**config.mk**
```make
export PLATFORM = sky130hd
export DESIGN_NAME = vc_flit_buffer_flat
export DESIGN_NICKNAME = d
export VERILOG_FILES = /design/src/rtl/vc_flit_buffer_if.sv /design/src/rtl/vc_flit_buffer.sv /design/src/flat_wrapper.sv
export SDC_FILE = /design/constraint.sdc
export NUM_CORES = 1
export LEC_CHECK = 0
export ABC_AREA = 1
export CAP_MARGIN = 20
export CORE_MARGIN = 1.5
export CORE_UTILIZATION = 35
export CTS_CLUSTER_DIAMETER = 40
export CTS_CLUSTER_SIZE = 14
export DETAILED_ROUTE_END_ITERATION = 8
export PLACE_DENSITY = 0.59
export SETUP_SLACK_MARGIN = 0.1
export SLEW_MARGIN = 20
export SYNTH_ARGS = -nofsm -noshare
export SYNTH_HDL_FRONTEND = slang
export SYNTH_SLANG_ARGS = --single-unit
```
**constraint.sdc**
```tcl
create_clock -name clk -period 5 [get_ports clk]
set_clock_uncertainty 0.2 [all_clocks]
set_input_delay 1 -clock clk [delete_from_list [all_inputs] [get_ports clk]]
set_output_delay 1 -clock clk [all_outputs]
set_load 0.005 [all_outputs]
```
**src/rtl/vc_flit_buffer_if.sv**
```systemverilog
// vc_flit_buffer_if
// Groups every signal between an upstream producer/consumer and the
// multi-virtual-channel flit buffer. Clock and reset are not part of the
// bundle; they stay plain ports on the buffer.
//
// Handshake: there is no ready signal. A push (wr_en) is accepted on the
// rising edge only when full[wr_vc] was 0 before that edge. A pop (rd_en)
// is accepted only when empty[rd_vc] was 0 before that edge. An accepted
// pop shows up one cycle later as rd_valid=1 together with rd_data,
// rd_data_vc and a credit_out pulse for that VC. Rejected requests change
// no state apart from setting the sticky ovf_err / udf_err flags.
//
// Modports:
//   master : upstream side, drives wr_*, rd_en, rd_vc, err_clr
//   slave  : buffer side, drives rd_data, rd_valid, rd_data_vc, full,
//            empty, count, credit_out, ovf_err, udf_err
interface vc_flit_buffer_if #(
    parameter int DATA_WIDTH = 32,
    parameter int DEPTH      = 8,
    parameter int NUM_VC     = 2
);
    localparam int VC_W  = $clog2(NUM_VC);
    localparam int CNT_W = $clog2(DEPTH) + 1;

    logic                    wr_en;
    logic [VC_W-1:0]         wr_vc;
    logic [DATA_WIDTH-1:0]   wr_data;
    logic                    rd_en;
    logic [VC_W-1:0]         rd_vc;
    logic [DATA_WIDTH-1:0]   rd_data;
    logic                    rd_valid;
    logic [VC_W-1:0]         rd_data_vc;
    logic [NUM_VC-1:0]       full;
    logic [NUM_VC-1:0]       empty;
    logic [NUM_VC*CNT_W-1:0] count;
    logic [NUM_VC-1:0]       credit_out;
    logic                    ovf_err;
    logic                    udf_err;
    logic                    err_clr;

    modport master (
        output wr_en, wr_vc, wr_data, rd_en, rd_vc, err_clr,
        input  rd_data, rd_valid, rd_data_vc, full, empty, count,
               credit_out, ovf_err, udf_err
    );

    modport slave (
        input  wr_en, wr_vc, wr_data, rd_en, rd_vc, err_clr,
        output rd_data, rd_valid, rd_data_vc, full, empty, count,
               credit_out, ovf_err, udf_err
    );
endinterface

```
**src/rtl/vc_flit_buffer.sv**
```systemverilog
// vc_flit_buffer
// Input-port flit buffer for the mesh router: NUM_VC independent FIFOs of
// DEPTH flits each, sharing one flat storage array addressed as
// {vc, ptr}. Provides per-VC full/empty/occupancy, a one-cycle credit pulse
// per successful pop, and sticky overflow/underflow error flags.
//
// Ports:
//   clk   : rising-edge clock
//   rst_n : asynchronous active-low reset (storage contents are not reset)
//   bus   : vc_flit_buffer_if.slave -- push/pop requests, registered read
//           data, status flags, credits and error flags
module vc_flit_buffer #(
    parameter int DATA_WIDTH = 32,
    parameter int DEPTH      = 8,
    parameter int NUM_VC     = 2
) (
    input logic             clk,
    input logic             rst_n,
    vc_flit_buffer_if.slave bus
);
    localparam int AW    = $clog2(DEPTH);
    localparam int VC_W  = $clog2(NUM_VC);
    localparam int CNT_W = AW + 1;

    localparam logic [CNT_W-1:0] CNT_ONE  = CNT_W'(1);
    localparam logic [CNT_W-1:0] CNT_FULL = CNT_W'(DEPTH);
    localparam logic [AW-1:0]    PTR_ONE  = AW'(1);

    logic [DATA_WIDTH-1:0] mem [NUM_VC*DEPTH];
    logic [AW-1:0]         wptr [NUM_VC];
    logic [AW-1:0]         rptr [NUM_VC];
    logic [CNT_W-1:0]      cnt  [NUM_VC];

    logic [NUM_VC-1:0] full_vec;
    logic [NUM_VC-1:0] empty_vec;
    logic [NUM_VC-1:0] inc_vec;
    logic [NUM_VC-1:0] dec_vec;
    logic              push_ok;
    logic              pop_ok;
    logic              push_rej;
    logic              pop_rej;

    // Status flags come straight from the registered occupancy counters.
    always_comb begin
        full_vec  = '0;
        empty_vec = '0;
        bus.count = '0;
        for (int v = 0; v < NUM_VC; v++) begin
            full_vec[v]                = (cnt[v] == CNT_FULL);
            empty_vec[v]               = (cnt[v] == '0);
            bus.count[v*CNT_W +: CNT_W] = cnt[v];
        end
    end

    assign bus.full  = full_vec;
    assign bus.empty = empty_vec;

    // Acceptance is judged on the pre-edge flags, so a push into an empty
    // VC never satisfies a pop of the same VC in the same cycle.
    always_comb begin
        push_ok  = bus.wr_en && !full_vec[bus.wr_vc];
        pop_ok   = bus.rd_en && !empty_vec[bus.rd_vc];
        push_rej = bus.wr_en && full_vec[bus.wr_vc];
        pop_rej  = bus.rd_en && empty_vec[bus.rd_vc];
        inc_vec  = '0;
        dec_vec  = '0;
        if (push_ok) inc_vec[bus.wr_vc] = 1'b1;
        if (pop_ok)  dec_vec[bus.rd_vc] = 1'b1;
    end

    // Storage has no reset; stale contents are unreachable once the
    // pointers and counters are cleared.
    always_ff @(posedge clk) begin
        if (push_ok) begin
            mem[{bus.wr_vc, wptr[bus.wr_vc]}] <= bus.wr_data;
        end
    end

    always_ff @(posedge clk or negedge rst_n) begin
        if (!rst_n) begin
            for (int v = 0; v < NUM_VC; v++) begin
                wptr[v] <= '0;
                rptr[v] <= '0;
                cnt[v]  <= '0;
            end
        end else begin
            for (int v = 0; v < NUM_VC; v++) begin
                if (inc_vec[v]) wptr[v] <= wptr[v] + PTR_ONE;
                if (dec_vec[v]) rptr[v] <= rptr[v] + PTR_ONE;
                // Simultaneous push and pop on one VC leaves the count as is.
                case ({inc_vec[v], dec_vec[v]})
                    2'b10:   cnt[v] <= cnt[v] + CNT_ONE;
                    2'b01:   cnt[v] <= cnt[v] - CNT_ONE;
                    default: cnt[v] <= cnt[v];
                endcase
            end
        end
    end

    // Registered read port: rd_data holds its last flit when nothing pops.
    always_ff @(posedge clk or negedge rst_n) begin
        if (!rst_n) begin
            bus.rd_data    <= '0;
            bus.rd_valid   <= 1'b0;
            bus.rd_data_vc <= '0;
            bus.credit_out <= '0;
        end else begin
            bus.rd_valid   <= pop_ok;
            bus.credit_out <= dec_vec;
            if (pop_ok) begin
                bus.rd_data    <= mem[{bus.rd_vc, rptr[bus.rd_vc]}];
                bus.rd_data_vc <= bus.rd_vc;
            end
        end
    end

    // Sticky error flags; a new error in the same cycle beats err_clr.
    always_ff @(posedge clk or negedge rst_n) begin
        if (!rst_n) begin
            bus.ovf_err <= 1'b0;
            bus.udf_err <= 1'b0;
        end else begin
            if (push_rej)         bus.ovf_err <= 1'b1;
            else if (bus.err_clr) bus.ovf_err <= 1'b0;
            if (pop_rej)          bus.udf_err <= 1'b1;
            else if (bus.err_clr) bus.udf_err <= 1'b0;
        end
    end
endmodule

```
**src/flat_wrapper.sv**
```systemverilog
// flat-port wrapper written by rule: the top's interface ports become plain ports
module vc_flit_buffer_flat 
#(
    parameter int DATA_WIDTH = 32,
    parameter int DEPTH      = 8,
    parameter int NUM_VC     = 2
)
  (clk, rst_n, bus_wr_en, bus_wr_vc, bus_wr_data, bus_rd_en, bus_rd_vc, bus_err_clr, bus_rd_data, bus_rd_valid, bus_rd_data_vc, bus_full, bus_empty, bus_count, bus_credit_out, bus_ovf_err, bus_udf_err);
  vc_flit_buffer_if #(.DATA_WIDTH(DATA_WIDTH), .DEPTH(DEPTH), .NUM_VC(NUM_VC)) bus_i ();
  input logic clk;
  input logic rst_n;
  input wire logic [$bits(bus_i.wr_en)-1:0] bus_wr_en;
  input wire logic [$bits(bus_i.wr_vc)-1:0] bus_wr_vc;
  input wire logic [$bits(bus_i.wr_data)-1:0] bus_wr_data;
  input wire logic [$bits(bus_i.rd_en)-1:0] bus_rd_en;
  input wire logic [$bits(bus_i.rd_vc)-1:0] bus_rd_vc;
  input wire logic [$bits(bus_i.err_clr)-1:0] bus_err_clr;
  output wire logic [$bits(bus_i.rd_data)-1:0] bus_rd_data;
  output wire logic [$bits(bus_i.rd_valid)-1:0] bus_rd_valid;
  output wire logic [$bits(bus_i.rd_data_vc)-1:0] bus_rd_data_vc;
  output wire logic [$bits(bus_i.full)-1:0] bus_full;
  output wire logic [$bits(bus_i.empty)-1:0] bus_empty;
  output wire logic [$bits(bus_i.count)-1:0] bus_count;
  output wire logic [$bits(bus_i.credit_out)-1:0] bus_credit_out;
  output wire logic [$bits(bus_i.ovf_err)-1:0] bus_ovf_err;
  output wire logic [$bits(bus_i.udf_err)-1:0] bus_udf_err;
  assign bus_i.wr_en = bus_wr_en;
  assign bus_i.wr_vc = bus_wr_vc;
  assign bus_i.wr_data = bus_wr_data;
  assign bus_i.rd_en = bus_rd_en;
  assign bus_i.rd_vc = bus_rd_vc;
  assign bus_i.err_clr = bus_err_clr;
  assign bus_rd_data = bus_i.rd_data;
  assign bus_rd_valid = bus_i.rd_valid;
  assign bus_rd_data_vc = bus_i.rd_data_vc;
  assign bus_full = bus_i.full;
  assign bus_empty = bus_i.empty;
  assign bus_count = bus_i.count;
  assign bus_credit_out = bus_i.credit_out;
  assign bus_ovf_err = bus_i.ovf_err;
  assign bus_udf_err = bus_i.udf_err;
  vc_flit_buffer #(.DATA_WIDTH(DATA_WIDTH), .DEPTH(DEPTH), .NUM_VC(NUM_VC)) u_core (.clk(clk), .rst_n(rst_n), .bus(bus_i));
endmodule
```
==> results.yml <==
outcome:
  status: "finished clean"
worst_setup_path:
  cp_top_family: "buffers and inverters"
  critPathCapture: "u_core.bus.count[2]"
  reg2reg_slack_ns: 2.22
  critical_path_buf_inv_count: 2
  rr_worst_depth: 7
  worst-path-stages: 11
  cp_slowest_cell: "clkdlybuf4s50_1"
  slowest_delay_ns: 0.77
  r2r_end: "u_core.mem[9][14]"
  worstPathCellList: "clkdlybuf4s50_1, inv_4, nand2_1, nor2_4, ha_1, xor2_1, ha_1, a21oi_1, a21oi_1, o21ai_0, o21a_1"
  crit_fanout: 13
  setup.worst_path.class: "in2reg"
  cp-start-kind: "input port"
  r2r_start: "u_core.bus.count[0]"
  end_kind: "flop"
  worstPathArrival_ns: 3.74
  required_ns: 5.30
  startpoint: "bus_rd_vc"
yosys:
  ys_seq_area_share_pct: 67.3
  synth_seq_cells: 570
  syn-num-nets: 2439
  yosysWarningCount: 0
  netlist_area_mm2: 0.0250
  syn_inst: 2389
  ys_types: 28
  syn_avg_cell_area_um2: 10.5
detailed_routing:
  drt_pass1_iterations: 5
  drc: 0
  routed_via_density: 4.83
  wl_per_cell_um: 18.3
  vias: 16900
  ant_nets: 0
  dr.first_iter.drc_count: 1668
  wl_um: 64000
sta:
  period_needed_ns: 3.44
  max_freq_ghz: 0.290
  fin_tns_setup_ns: 0
  tightestPinTransition_ns: 1.04
  rsz0062_at_grt: "no"
  setup_viol: 0
  fin_crit_sh_pct: 68.9
  relSlewSlack_pct: 30.6
  hold_violations: 0
  fin_hold_ws_ns: 0.147
  finalMaxSlewViolations: 0
  setup_slack_ns: 1.56
worst_hold_path:
  min_path_type: "in2async"
clock_tree:
  clk_path_buf_depth: 3
  clockRootBuffer: "clkbuf_16"
  clock-sinks: 570
  cts.htree.levels: 3
  numCtsBuffers: 88
  cts_tree: "yes"
  clk_pin_slew_ns: 0.05
  clock_latency_ns: 0.62
  cts_setup_buffers: 0
  post_cts_resized: 0
  hold_buffers: 0
cells_and_area:
  multi_input_area_mm2: 0.00555
  syn2layout_area_growth_pct: 20.0
  fill_cells: 6491
  antenna_cells: 0
  final_common_cell: "nand3_1"
  layout-drive-gt1-share_pct: 9.02
  regArea_mm2: 0.0168
  layout_common_cells: "nand3_1, inv_1, edfxtp_1"
  fin_nets: 2537
run:
  maxCapViolCount: 0
die:
  fp.dieH_um: 270
  start_util_pct: 35.5
  std_cell_rows: 97
  die_area_mm2: 0.0730
  fp.coreArea_mm2: 0.0704
  io_pins: 89
  die_x_um: 270
global_route:
  grt_pass1_vias: 16600
  grt.overflow.total: 0
  antenna_found_initial: 0
  grt_pass1_wl_um: 98100
  grt_max_degree: 129
  grt_usage_pct: 17.5
placed_design:
  gp_congestion: 0.774
  hpwl_um: 31900
  io_buffers: 88
  dp_slack_ns: 0.946
power_and_ir_drop:
  powerDensity_mw_per_mm2: 543
  peakVddDrop_mv: 0.292
  p_leak_nw: 12.7
==> worst reg2reg max path: stages, from the launching register on <==
cell and delay, ns:
dfrtp_1 0.44, nor2_1 0.18, nand3_1 0.13, nand2_1 0.11, nor2_1 0.10, nor2_2 0.80
nor3_2 0.06, buf_4 0.39
==> kinds of logic (layout without fill, tap and decap cells) <==
family                   count (synthesis)  after routing  share of synthesized area (%)
AO/OA/AOI/OAI                           18             18                          0.370
AND/OR/NAND/NOR                       1109           1109                           20.1
flip-flops                             570            570                           67.3
buffers and inverters                  667            838                           11.1
adder cells (fa/ha/maj)                 11             11                          0.581
XOR/XNOR                                14             14                          0.490
==> report_power, final <==
part           total (mW)  internal (mW)  switching, mW  leakage, nW
Sequential           5.95           5.69          0.264         5.32
Combinational        4.11           1.40           2.71         5.93
Clock                6.23           3.98           2.26         1.47
Total                16.3           11.1           5.23         12.7
==> cell usage after synthesis <==
cell type	instances	share of area (%)
dfrtp_1	58	5.8
buf_1	3	0.045
inv_1	541	8.1
or2_2	2	0.050
nor3_2	2	0.080
clkbuf_1	9	0.14
xor2_1	10	0.35
a21oi_1	4	0.080
buf_6	6	0.27
nand3_1	649	13
o21ai_0	11	0.22
edfxtp_1	512	61
fa_1	1	0.080
ha_1	10	0.50
nor2_2	3	0.075
nand2_1	429	6.4
nand2_2	3	0.075
nand2_4	1	0.045
buf_2	69	1.4
xnor2_1	4	0.14
buf_4	37	1.1
nor2_1	4	0.060
inv_2	1	0.015
o21ai_1	2	0.040
nand4_1	2	0.050
nor3_1	14	0.28
o21a_1	1	0.030
inv_4	1	0.025
==> area by class of cell <==
class	instances	share of cell area, %
flip-flops and latches	570	56.1
multi-input cells	1152	18.5
clock buffers	99	7.65
inverters	543	6.80
repair buffers	132	4.47
well taps	940	3.92
clock inverters	64	2.53
==> layer usage <==
layer	GRT usage (%)	part of all wire, %	vias to the layer above
li1	-	-	8026
met1	22.5	42	8141
met2	29.7	48	575
met3	2.88	6.1	151
met4	6.47	3.0	0
met5	0	0	-
==> metrics by stage <==
| step | power, mW | cell area, um2 | utilization (%) | std cells |
|---|---|---|---|---|
| 6_report | 16.3 | 30000 | 42.6 | 3500 |
| 5_1_grt | 17.1 | 30000 | 42.6 | 3500 |
| 4_1_cts | 16.4 | 30000 | 42.6 | 3499 |
| 3_5_place_dp | 10.2 | 26900 | 38.2 | 3336 |
| 3_3_place_gp | 10.1 | 26900 | 38.2 | 3336 |
| 2_1_floorplan | 8.63 | 25000 | - | 2389 |
==> worst min path at each step <==
stage	startpoint	end	slack (ns)	cells after the start
after detailed placement	u_core.bus.ovf_err	u_core.bus.ovf_err	0.27	2
final	rst_n	u_core.bus.credit_out[1]	0.15	1
after global routing	rst_n	u_core.bus.credit_out[1]	0.15	1
after CTS	u_core.bus.ovf_err	u_core.bus.ovf_err	0.28	2
after global placement	u_core.rptr[2]	u_core.rptr[2]	0.27	1
after floorplan	u_core.rptr[2]	u_core.rptr[2]	0.25	1
==> flip-flops by register name (all words and copies together) (netlist names) <==
signal	count
u_core.bus.rd_data	32
u_core.bus.rd_data_vc	1
u_core.bus.count	8
u_core.wptr	6
u_core.bus.ovf_err	1
u_core.bus.udf_err	1
u_core.mem	512
u_core.bus.credit_out	2
u_core.bus.rd_valid	1
u_core.rptr	6
No activity file was read; power rests on OpenSTA's default activity.
